**config.mk**
```make
export PLATFORM = sky130hd
export DESIGN_NAME = ps2_rx
export DESIGN_NICKNAME = d
export VERILOG_FILES = /design/src/rtl/ps2_pkg.sv /design/src/rtl/ps2_line_filter.sv /design/src/rtl/ps2_rx.sv
export SDC_FILE = /design/constraint.sdc
export NUM_CORES = 1
export LEC_CHECK = 0
export ABC_AREA = 1
export BUFFER_PORTS_ARGS = -buffer_cell sky130_fd_sc_hd__buf_2
export CAP_MARGIN = 20
export CORE_AREA = 2 2 81 83
export CTS_CLUSTER_DIAMETER = 150
export DETAILED_ROUTE_END_ITERATION = 6
export DIE_AREA = 0 0 83 85
export PLACE_DENSITY = 0.65
export SYNTH_ARGS = -nofsm -noshare
export SYNTH_HDL_FRONTEND = slang
export SYNTH_SLANG_ARGS = --single-unit
```
**constraint.sdc**
```tcl
create_clock -name clk -period 1.85 [get_ports clk]
set_input_delay 0.0925 -clock clk [delete_from_list [all_inputs] [get_ports clk]]
set_output_delay 0.0925 -clock clk [all_outputs]
set_load 0.03 [all_outputs]
```
**src/rtl/ps2_pkg.sv**
```systemverilog
// PS/2 receive definitions shared with the keyboard matrix decoder.
`timescale 1ns/1ps
package ps2_pkg;

  // Receiver frame position
  typedef enum logic [1:0] {
    ST_IDLE   = 2'd0,
    ST_DATA   = 2'd1,
    ST_PARITY = 2'd2,
    ST_STOP   = 2'd3
  } ps2_state_e;

  // Scan-code prefixes consumed by the matrix decoder
  localparam logic [7:0] PS2_BREAK = 8'hF0;
  localparam logic [7:0] PS2_EXT   = 8'hE0;

  // Start + 8 data + parity + stop
  localparam int unsigned PS2_FRAME_LEN = 11;

  // Odd parity: the byte plus its parity bit must hold an odd number of ones
  function automatic logic ps2_odd_parity_ok(input logic [7:0] b, input logic p);
    return ^{b, p};
  endfunction

endpackage

```
**src/rtl/ps2_line_filter.sv**
```systemverilog
// Two-flop synchronizer followed by a glitch filter for one raw PS/2 pin.
// The filtered line only changes after FILTER_LEN consecutive synced samples
// disagree with it; both the synchronizer and the filtered line reset to 1
// (idle level of the open-collector bus).
`timescale 1ns/1ps
module ps2_line_filter #(
  parameter int unsigned FILTER_LEN = 8
) (
  input  logic i_clk,
  input  logic i_rst_n,
  input  logic i_pin,
  output logic o_line
);

  localparam int unsigned      CW      = $clog2(FILTER_LEN + 1);
  localparam logic [CW-1:0]    CNT_MAX = CW'(FILTER_LEN - 1);

  logic          r_sync1;
  logic          r_sync2;
  logic          r_line;
  logic [CW-1:0] r_cnt;

  // Bring the asynchronous pin into the clk domain
  always_ff @(posedge i_clk or negedge i_rst_n) begin
    if (!i_rst_n) begin
      r_sync1 <= 1'b1;
      r_sync2 <= 1'b1;
    end else begin
      r_sync1 <= i_pin;
      r_sync2 <= r_sync1;
    end
  end

  // Accept a new level only after it has been stable for FILTER_LEN samples
  always_ff @(posedge i_clk or negedge i_rst_n) begin
    if (!i_rst_n) begin
      r_line <= 1'b1;
      r_cnt  <= '0;
    end else if (r_sync2 == r_line) begin
      r_cnt <= '0;
    end else if (r_cnt == CNT_MAX) begin
      r_line <= r_sync2;
      r_cnt  <= '0;
    end else begin
      r_cnt <= r_cnt + 1'b1;
    end
  end

  assign o_line = r_line;

endmodule

```
**src/rtl/ps2_rx.sv**
```systemverilog
// PS/2 device-to-host frame receiver (receive only, never drives the bus).
// Delivers one byte per good frame with a single-cycle data_rdy strobe;
// bad stop bits and mid-frame clock timeouts pulse frame_err.
// Optional macro PS2_RX_PARITY_CHECK_EN: when defined, odd-parity failures
// pulse parity_err and the byte is dropped; otherwise parity is ignored and
// parity_err is tied low.
`timescale 1ns/1ps
module ps2_rx
  import ps2_pkg::*;
#(
  parameter int unsigned FILTER_LEN     = 8,
  parameter int unsigned TIMEOUT_CYCLES = 65536
) (
  input  logic       clk,
  input  logic       reset,
  input  logic       ps2_clk,
  input  logic       ps2_data,
  output logic [7:0] data,
  output logic       data_rdy,
  output logic       parity_err,
  output logic       frame_err,
  output logic       busy
);

  localparam int unsigned   TW     = $clog2(TIMEOUT_CYCLES + 1);
  localparam logic [TW-1:0] TO_MAX = TW'(TIMEOUT_CYCLES);

  logic          w_clk_f;
  logic          w_data_f;
  logic          w_timeout;

  logic          r_clk_prev;
  logic          r_edge;
  logic          r_edge_bit;
  ps2_state_e    r_state;
  logic [2:0]    r_bit_cnt;
  logic [7:0]    r_shreg;
  logic [TW-1:0] r_to_cnt;
  logic [7:0]    r_data;
  logic          r_rdy;
  logic          r_ferr;
`ifdef PS2_RX_PARITY_CHECK_EN
  logic          r_par;
  logic          r_perr;
`endif

  ps2_line_filter #(.FILTER_LEN(FILTER_LEN)) u_clk_filt (
    .i_clk   (clk),
    .i_rst_n (reset),
    .i_pin   (ps2_clk),
    .o_line  (w_clk_f)
  );

  ps2_line_filter #(.FILTER_LEN(FILTER_LEN)) u_data_filt (
    .i_clk   (clk),
    .i_rst_n (reset),
    .i_pin   (ps2_data),
    .o_line  (w_data_f)
  );

  // Register the filtered ps2_clk falling edge together with the data level at that moment
  always_ff @(posedge clk or negedge reset) begin
    if (!reset) begin
      r_clk_prev <= 1'b1;
      r_edge     <= 1'b0;
      r_edge_bit <= 1'b1;
    end else begin
      r_clk_prev <= w_clk_f;
      r_edge     <= r_clk_prev & ~w_clk_f;
      r_edge_bit <= w_data_f;
    end
  end

  // A pending edge always wins over an expiring timeout
  assign w_timeout = (r_state != ST_IDLE) && (r_to_cnt == TO_MAX) && !r_edge;

  // Mid-frame inactivity counter: cleared by edges, idle in IDLE, saturating
  always_ff @(posedge clk or negedge reset) begin
    if (!reset) begin
      r_to_cnt <= '0;
    end else if (r_edge || (r_state == ST_IDLE)) begin
      r_to_cnt <= '0;
    end else if (r_to_cnt != TO_MAX) begin
      r_to_cnt <= r_to_cnt + 1'b1;
    end
  end

  // Frame sequencing and the registered result strobes
  always_ff @(posedge clk or negedge reset) begin
    if (!reset) begin
      r_state   <= ST_IDLE;
      r_bit_cnt <= '0;
      r_shreg   <= '0;
      r_data    <= '0;
      r_rdy     <= 1'b0;
      r_ferr    <= 1'b0;
`ifdef PS2_RX_PARITY_CHECK_EN
      r_par     <= 1'b0;
      r_perr    <= 1'b0;
`endif
    end else begin
      r_rdy  <= 1'b0;
      r_ferr <= 1'b0;
`ifdef PS2_RX_PARITY_CHECK_EN
      r_perr <= 1'b0;
`endif
      if (r_edge) begin
        case (r_state)
          ST_IDLE: begin
            if (!r_edge_bit) begin
              r_state   <= ST_DATA;
              r_bit_cnt <= '0;
            end
          end
          ST_DATA: begin
            r_shreg   <= {r_edge_bit, r_shreg[7:1]};
            r_bit_cnt <= r_bit_cnt + 3'd1;
            if (r_bit_cnt == 3'd7) r_state <= ST_PARITY;
          end
          ST_PARITY: begin
`ifdef PS2_RX_PARITY_CHECK_EN
            r_par   <= r_edge_bit;
`endif
            r_state <= ST_STOP;
          end
          ST_STOP: begin
            r_state <= ST_IDLE;
            if (!r_edge_bit) begin
              r_ferr <= 1'b1;
            end
`ifdef PS2_RX_PARITY_CHECK_EN
            else if (!ps2_odd_parity_ok(r_shreg, r_par)) begin
              r_perr <= 1'b1;
            end
`endif
            else begin
              r_data <= r_shreg;
              r_rdy  <= 1'b1;
            end
          end
          default: r_state <= ST_IDLE;
        endcase
      end else if (w_timeout) begin
        r_state <= ST_IDLE;
        r_ferr  <= 1'b1;
      end
    end
  end

  assign data      = r_data;
  assign data_rdy  = r_rdy;
  assign frame_err = r_ferr;
  assign busy      = (r_state != ST_IDLE);
`ifdef PS2_RX_PARITY_CHECK_EN
  assign parity_err = r_perr;
`else
  assign parity_err = 1'b0;
`endif

endmodule
```
**After elaboration in Yosys (flattened, before gate mapping)**

Cells that the tools add are included.

- Output and inout bits: 12
- Bits in writable memories: 0
- Memories: 0
- Latch bits: 0
- Logic and storage cells: 74
- Bits in read-only memories: 0
- Bits of input ports: 4
- Register bits: 57

- Multipliers: 0
- Shifts and indexed selects: 0
- $lt $le $gt $ge: 0
- Reductions and logical operators: 15
- Equal/unequal tests: 13
- $add $sub $neg: 4
- Muxes and demuxes: 20
- Bitwise operators: 4
- Divide/modulo/power cells: 0

Operators with widths:

| kind | number |
|---|---|
| 17-bit 2-to-1 mux | 2 |
| 17-bit by 1-bit adder with 17-bit output, second input constant | 1 |
| 17-bit equality test, second input constant | 1 |
| 17-bit != test, second input constant | 1 |
| 4-bit 2-to-1 mux | 4 |
| 3-bit AND reduction | 3 |
| 4-bit by 1-bit adder with 4-bit output, second input constant | 2 |
| 4-bit by 3-bit equality test with 1-bit output, second input constant | 2 |
| 2-bit 2-to-1 mux | 4 |
| 2-bit one-hot mux with 4 select lines | 1 |
| 2-bit nonzero test | 4 |
| 1-bit 2-to-1 mux | 7 |
| 3-bit != test, second input constant | 2 |
| 3-bit one-hot mux with 2 select lines | 1 |
| 2-bit AND reduction | 3 |
| 2-bit equality test, second input constant | 2 |
| 3-bit by 1-bit adder with 3-bit output, second input constant | 1 |
| 3-bit equality test, second input constant | 1 |
| 3-bit 2-to-1 mux | 1 |
| 1-bit NOT | 3 |
| 1-bit equality test | 2 |
| 2-bit by 1-bit equality test with 1-bit output, second input constant | 1 |
| 1-bit logical AND | 2 |
| 2-bit logical NOT | 1 |
| 4 further kinds | 4 |

**Longest topological paths before layout**

- Word-level depth: 5
- Mapped depth: 10
- Depth with buffers taken out: 10

**Modules after synthesis**

A second synthesis with hierarchy kept.

- Cell total of the unflattened synthesis: 316
- Area total of the unflattened synthesis: 2708.8 µm²

By module, submodules not included:

| module | area each (µm²) | cells each | sequential area each (µm²) | instances |
|---|---|---|---|---|
| ps2_rx | 2143.3 | 258 | 1078.5 | 1 |
| ps2_line_filter at u_clk_filt | 284.0 | 29 | 178.9 | 1 |
| ps2_line_filter at u_data_filt | 281.5 | 29 | 178.9 | 1 |

**Worst setup path after synthesis**

OpenSTA, ideal clock, no wires.

- Path type: reg2reg
- Start: register r_state[1]
- End: register r_state[0]
- Cell stages (with the launch flop): 10
- Path slack: 515 ps
- Data arrival time: 1215 ps
- Required time: 1730 ps
- Cell sequence: dfrtp_1 -> inv_1 -> ha_1 -> nand2_2 -> nor2_1 -> inv_1 -> nand3_1 -> inv_1 -> o21ai_0 -> nand2_1

- Longest elaborated chain between the ends: 5

Ends and longest elaborated chain:

| item | RTL line | source |
|---|---|---|
| start: declaration | ps2_rx.sv:35 | `ps2_state_e r_state;` |
| start signal: assignment | ps2_rx.sv:91 | `r_state <= ST_IDLE;` |
| start signal: assignment | ps2_rx.sv:111 | `r_state <= ST_DATA;` |
| start signal: assignment | ps2_rx.sv:118 | `if (r_bit_cnt == 3'd7) r_state <= ST_PARITY;` |
| 2-bit nonzero test | ps2_rx.sv:75 | `assign w_timeout = (r_state != ST_IDLE) && (r_to_cnt == TO_MAX) && !r_edge;` |
| 1-bit logical AND (2 in a row) | ps2_rx.sv:75 |  |
| 2-bit nonzero test (no source line) | - |  |
| 3-bit AND reduction (no source line) | - |  |

Several ways; a longest one is shown, not always the timed one.
A chain may end at the register's enable or synchronous reset.

**Worst setup path in the final report**

- Start: register r_state[0]
- End: register r_bit_cnt[2]

- Longest elaborated chain between the ends: 3

Ends and longest elaborated chain:

| item | RTL line | source |
|---|---|---|
| 2-bit by 1-bit equality test with 1-bit output / 2-bit logical NOT (equally long branches) | ps2_rx.sv:108 | `case (r_state)` |
| 2-bit nonzero test (no source line) / 2-bit != test (equally long branches) | - |  |
| 3-bit AND reduction (no source line) | - |  |
| end signal: assignment | ps2_rx.sv:117 | `r_bit_cnt <= r_bit_cnt + 3'd1;` |
| end: declaration | ps2_rx.sv:36 | `logic [2:0] r_bit_cnt;` |

Several ways; a longest one is shown, not always the timed one.

==> metrics.txt <==
outcome=complete, no violations; fmax=about 680 MHz; R2R setup slack=0.38 ns; I/O Pins=16; final setup fails=0; setup ws final=between 0.3 and 0.4 ns; row count=29; final worst path period need=around 1.5 ns; routed length per placed instance=11.2 µm; final-stage net count=356; worst slew pin tran=approximately 0.61 ns; final hold vios=0; area delta synth->final=13.6%; largest net degree at the start of global routing=32; die width=between 80 and 90 µm; PostCTS Resize Cnt=0; Routability Congestion=0.838; worst r2r src=r_state[0]; syn_nets=331; starting density of the core=43.3%; clock skew=~0.0090 ns; VDD IR max=roughly 0.6 mV; total gr overflow=0; DRC viols=0; die area=approximately 7100 µm²; CP Launch Point=r_state[0]; vias in the first global route=slightly below 2,000; 1st-iter DRT viols=roughly 120; register area share after synthesis=about 53%; ant diodes=0; Synth Area per Inst=roughly 8.5 µm²; RR Endpoint=r_bit_cnt[2]; vias=just under 2,000; Reg2Reg Depth=8; crit end category=flip-flop; Hold Slack=~0.32 ns; postcts setup bufs=0; commonest non-fill, non-tap cell in the layout=nand2_1; largest fanout on the critical path=7; Slew headroom=approximately three fifths; vias per cell=between 4 and 5; Tcrit/Tclk final=around four fifths; synth unique cells=28; Final Total Pwr=3.34 mW; chip height=between 80 and 90 µm; Sink Count=57; most frequent cells in the layout=nand2_1, nor2_1, dfrtp_1; CTS tree=built; DPL Wire Length=between 3000 and 4000 µm; Worst EP arrival=between 1.5 and 2 ns; clock root cell=clkbuf_8; Slew Limit Fails=0; Yosys warnings=0; initial antenna violation count=0; startpoint types=flip-flop; Skew-Pair Late Insertion Delay=between 0.3 and 0.4 ns; Post-Syn Area=between 2000 and 3000 µm²; routed wire length=around 4800 µm; pre-CTS setup slack=roughly 0.38 ns; Final Util=roughly 50%; ratio of cells with drive above 1 in the final layout=between 10% and 20%; CTS buffer count=9; H-tree depth=3; total track usage=15.4%; area of the core=6200 µm²; critical path endpoint=r_bit_cnt[2]; Reg clk slew, reported paths=about 0.07 ns; flops & latches, synth=57; Post-DRT Antenna Nets=0; CP Class=flip-flop to flip-flop; Port Buf Inserts=14; drt pass-1 iters=4; Worst EP required=~2.1 ns; Setup TNS=0 ns; Min-Delay Path Class=input port to asynchronous set/reset pin; Fillers=593; first-pass GRT wire length=just under 9000 µm; Max clock buf depth=2; max cap viols=0; Leakage=1.49 nW; RSZ-0062 raised after global routing=false; Syn Inst Count=around 320; Power Density=about 1100 nW/µm²; CTS Hold Bufs=3
[synth_stat cells]
| master | count | area share, % |
|---|---|---|
| nand2_1 | 73 | 10 |
| nor2_1 | 52 | 7.3 |
| dfrtp_1 | 49 | 46 |
| inv_1 | 38 | 5.3 |
| nand3_1 | 24 | 4.5 |
| o21ai_0 | 21 | 3.9 |
| ha_1 | 10 | 4.7 |
| dfstp_2 | 8 | 7.8 |
| a21oi_1 | 5 | 0.93 |
| nand4_1 | 4 | 0.93 |
| xor2_1 | 4 | 1.3 |
| buf_2 | 3 | 0.56 |
| nand2_2 | 3 | 0.70 |
| nor2_4 | 3 | 1.3 |
| o21ai_1 | 3 | 0.56 |
| xnor2_1 | 3 | 0.98 |
| buf_4 | 2 | 0.56 |
| nor2_2 | 2 | 0.47 |
| a31oi_1 | 1 | 0.23 |
| clkbuf_1 | 1 | 0.14 |
| conb_1 | 1 | 0.14 |
| inv_2 | 1 | 0.14 |
| mux2_2 | 1 | 0.42 |
| nand3_2 | 1 | 0.37 |
| nor3_1 | 1 | 0.19 |
| nor3b_1 | 1 | 0.28 |
| o21bai_1 | 1 | 0.28 |
| or2_2 | 1 | 0.23 |
[where the power goes]
| part | internal [mW] | total, mW | switching [mW] |
|---|---|---|---|
| registers | 1.44 | 1.59 | 0.149 |
| logic | 0.273 | 0.743 | 0.470 |
| clock network | 0.521 | 1.00 | 0.481 |
| total | 2.23 | 3.34 | 1.10 |
[flip-flops by register name (all words and copies together) (netlist names)]
| signal | cells |
|---|---|
| u_clk_filt.r_sync2 | 1 |
| u_clk_filt.o_line | 1 |
| u_clk_filt.r_sync1 | 1 |
| r_bit_cnt | 3 |
| u_data_filt.r_sync2 | 1 |
| r_edge | 1 |
| r_state | 2 |
| frame_err | 1 |
| r_shreg | 8 |
| u_data_filt.r_cnt | 4 |
| r_clk_prev | 1 |
| r_to_cnt | 17 |
| u_data_filt.r_sync1 | 1 |
| data_rdy | 1 |
| r_edge_bit | 1 |
| data | 8 |
| u_clk_filt.r_cnt | 4 |
| u_data_filt.o_line | 1 |
[critical path, stage by stage, from the launching register on]
cell and delay, ns:
dfrtp_1 0.40, inv_1 0.08, ha_1 0.28, nand2_1 0.11
o21ai_0 0.08, nor2_1 0.21, inv_1 0.09, nand2_1 0.07
nand2_1 0.05
[stage by stage]
step | cell area [µm²] | cells
finish | 3050 | 424
global route | 3050 | 424
CTS | 3050 | 424
detailed placement | 2850 | 405
global placement | 2850 | 405
floorplan | 2690 | 317
[area by class of cell]
cell class	instances	area, µm²	area share, %
clock inverter	3	18.8	0.615
timing repair buffer	20	135	4.43
multi-input combinational	215	1070	35.0
clock buffer	13	149	4.88
inverter	39	146	4.80
sequential	57	1440	47.1
tap	77	96.3	3.16
[kinds of logic after synthesis]
kind of cell | after synthesis | synth area share (%)
XOR/XNOR | 7 | 2.28
other | 1 | 0.140
flip-flops | 57 | 53.5
AO/OA/AOI/OAI | 31 | 5.92
multiplexers | 1 | 0.419
AND/OR/NAND/NOR | 165 | 26.4
buffers and inverters | 45 | 6.71
adder cells (fa/ha/maj) | 10 | 4.66
[worst min path at each step]
stage                           end  depth (start not counted)  slack, ns
3_5_place_dp   u_data_filt.r_cnt[1]                          1       0.14
6_report                    data[6]                          2       0.32
4_1_cts                     data[6]                          2       0.34
5_1_grt                  r_shreg[7]                          2       0.36
2_1_floorplan               data[0]                          0      -0.20
3_3_place_gp   u_data_filt.r_cnt[1]                          1       0.14
[routing by layer]
metal  track usage (%)  up-vias  routed length (µm)
met1              20.0      884                2320
met4              9.09        0                  66
met2              23.8       20                2240
met5                 0        -                   0
met3              3.31        7                 139
li1                  -     1040                   -
(Power assumes the default switching activity.)
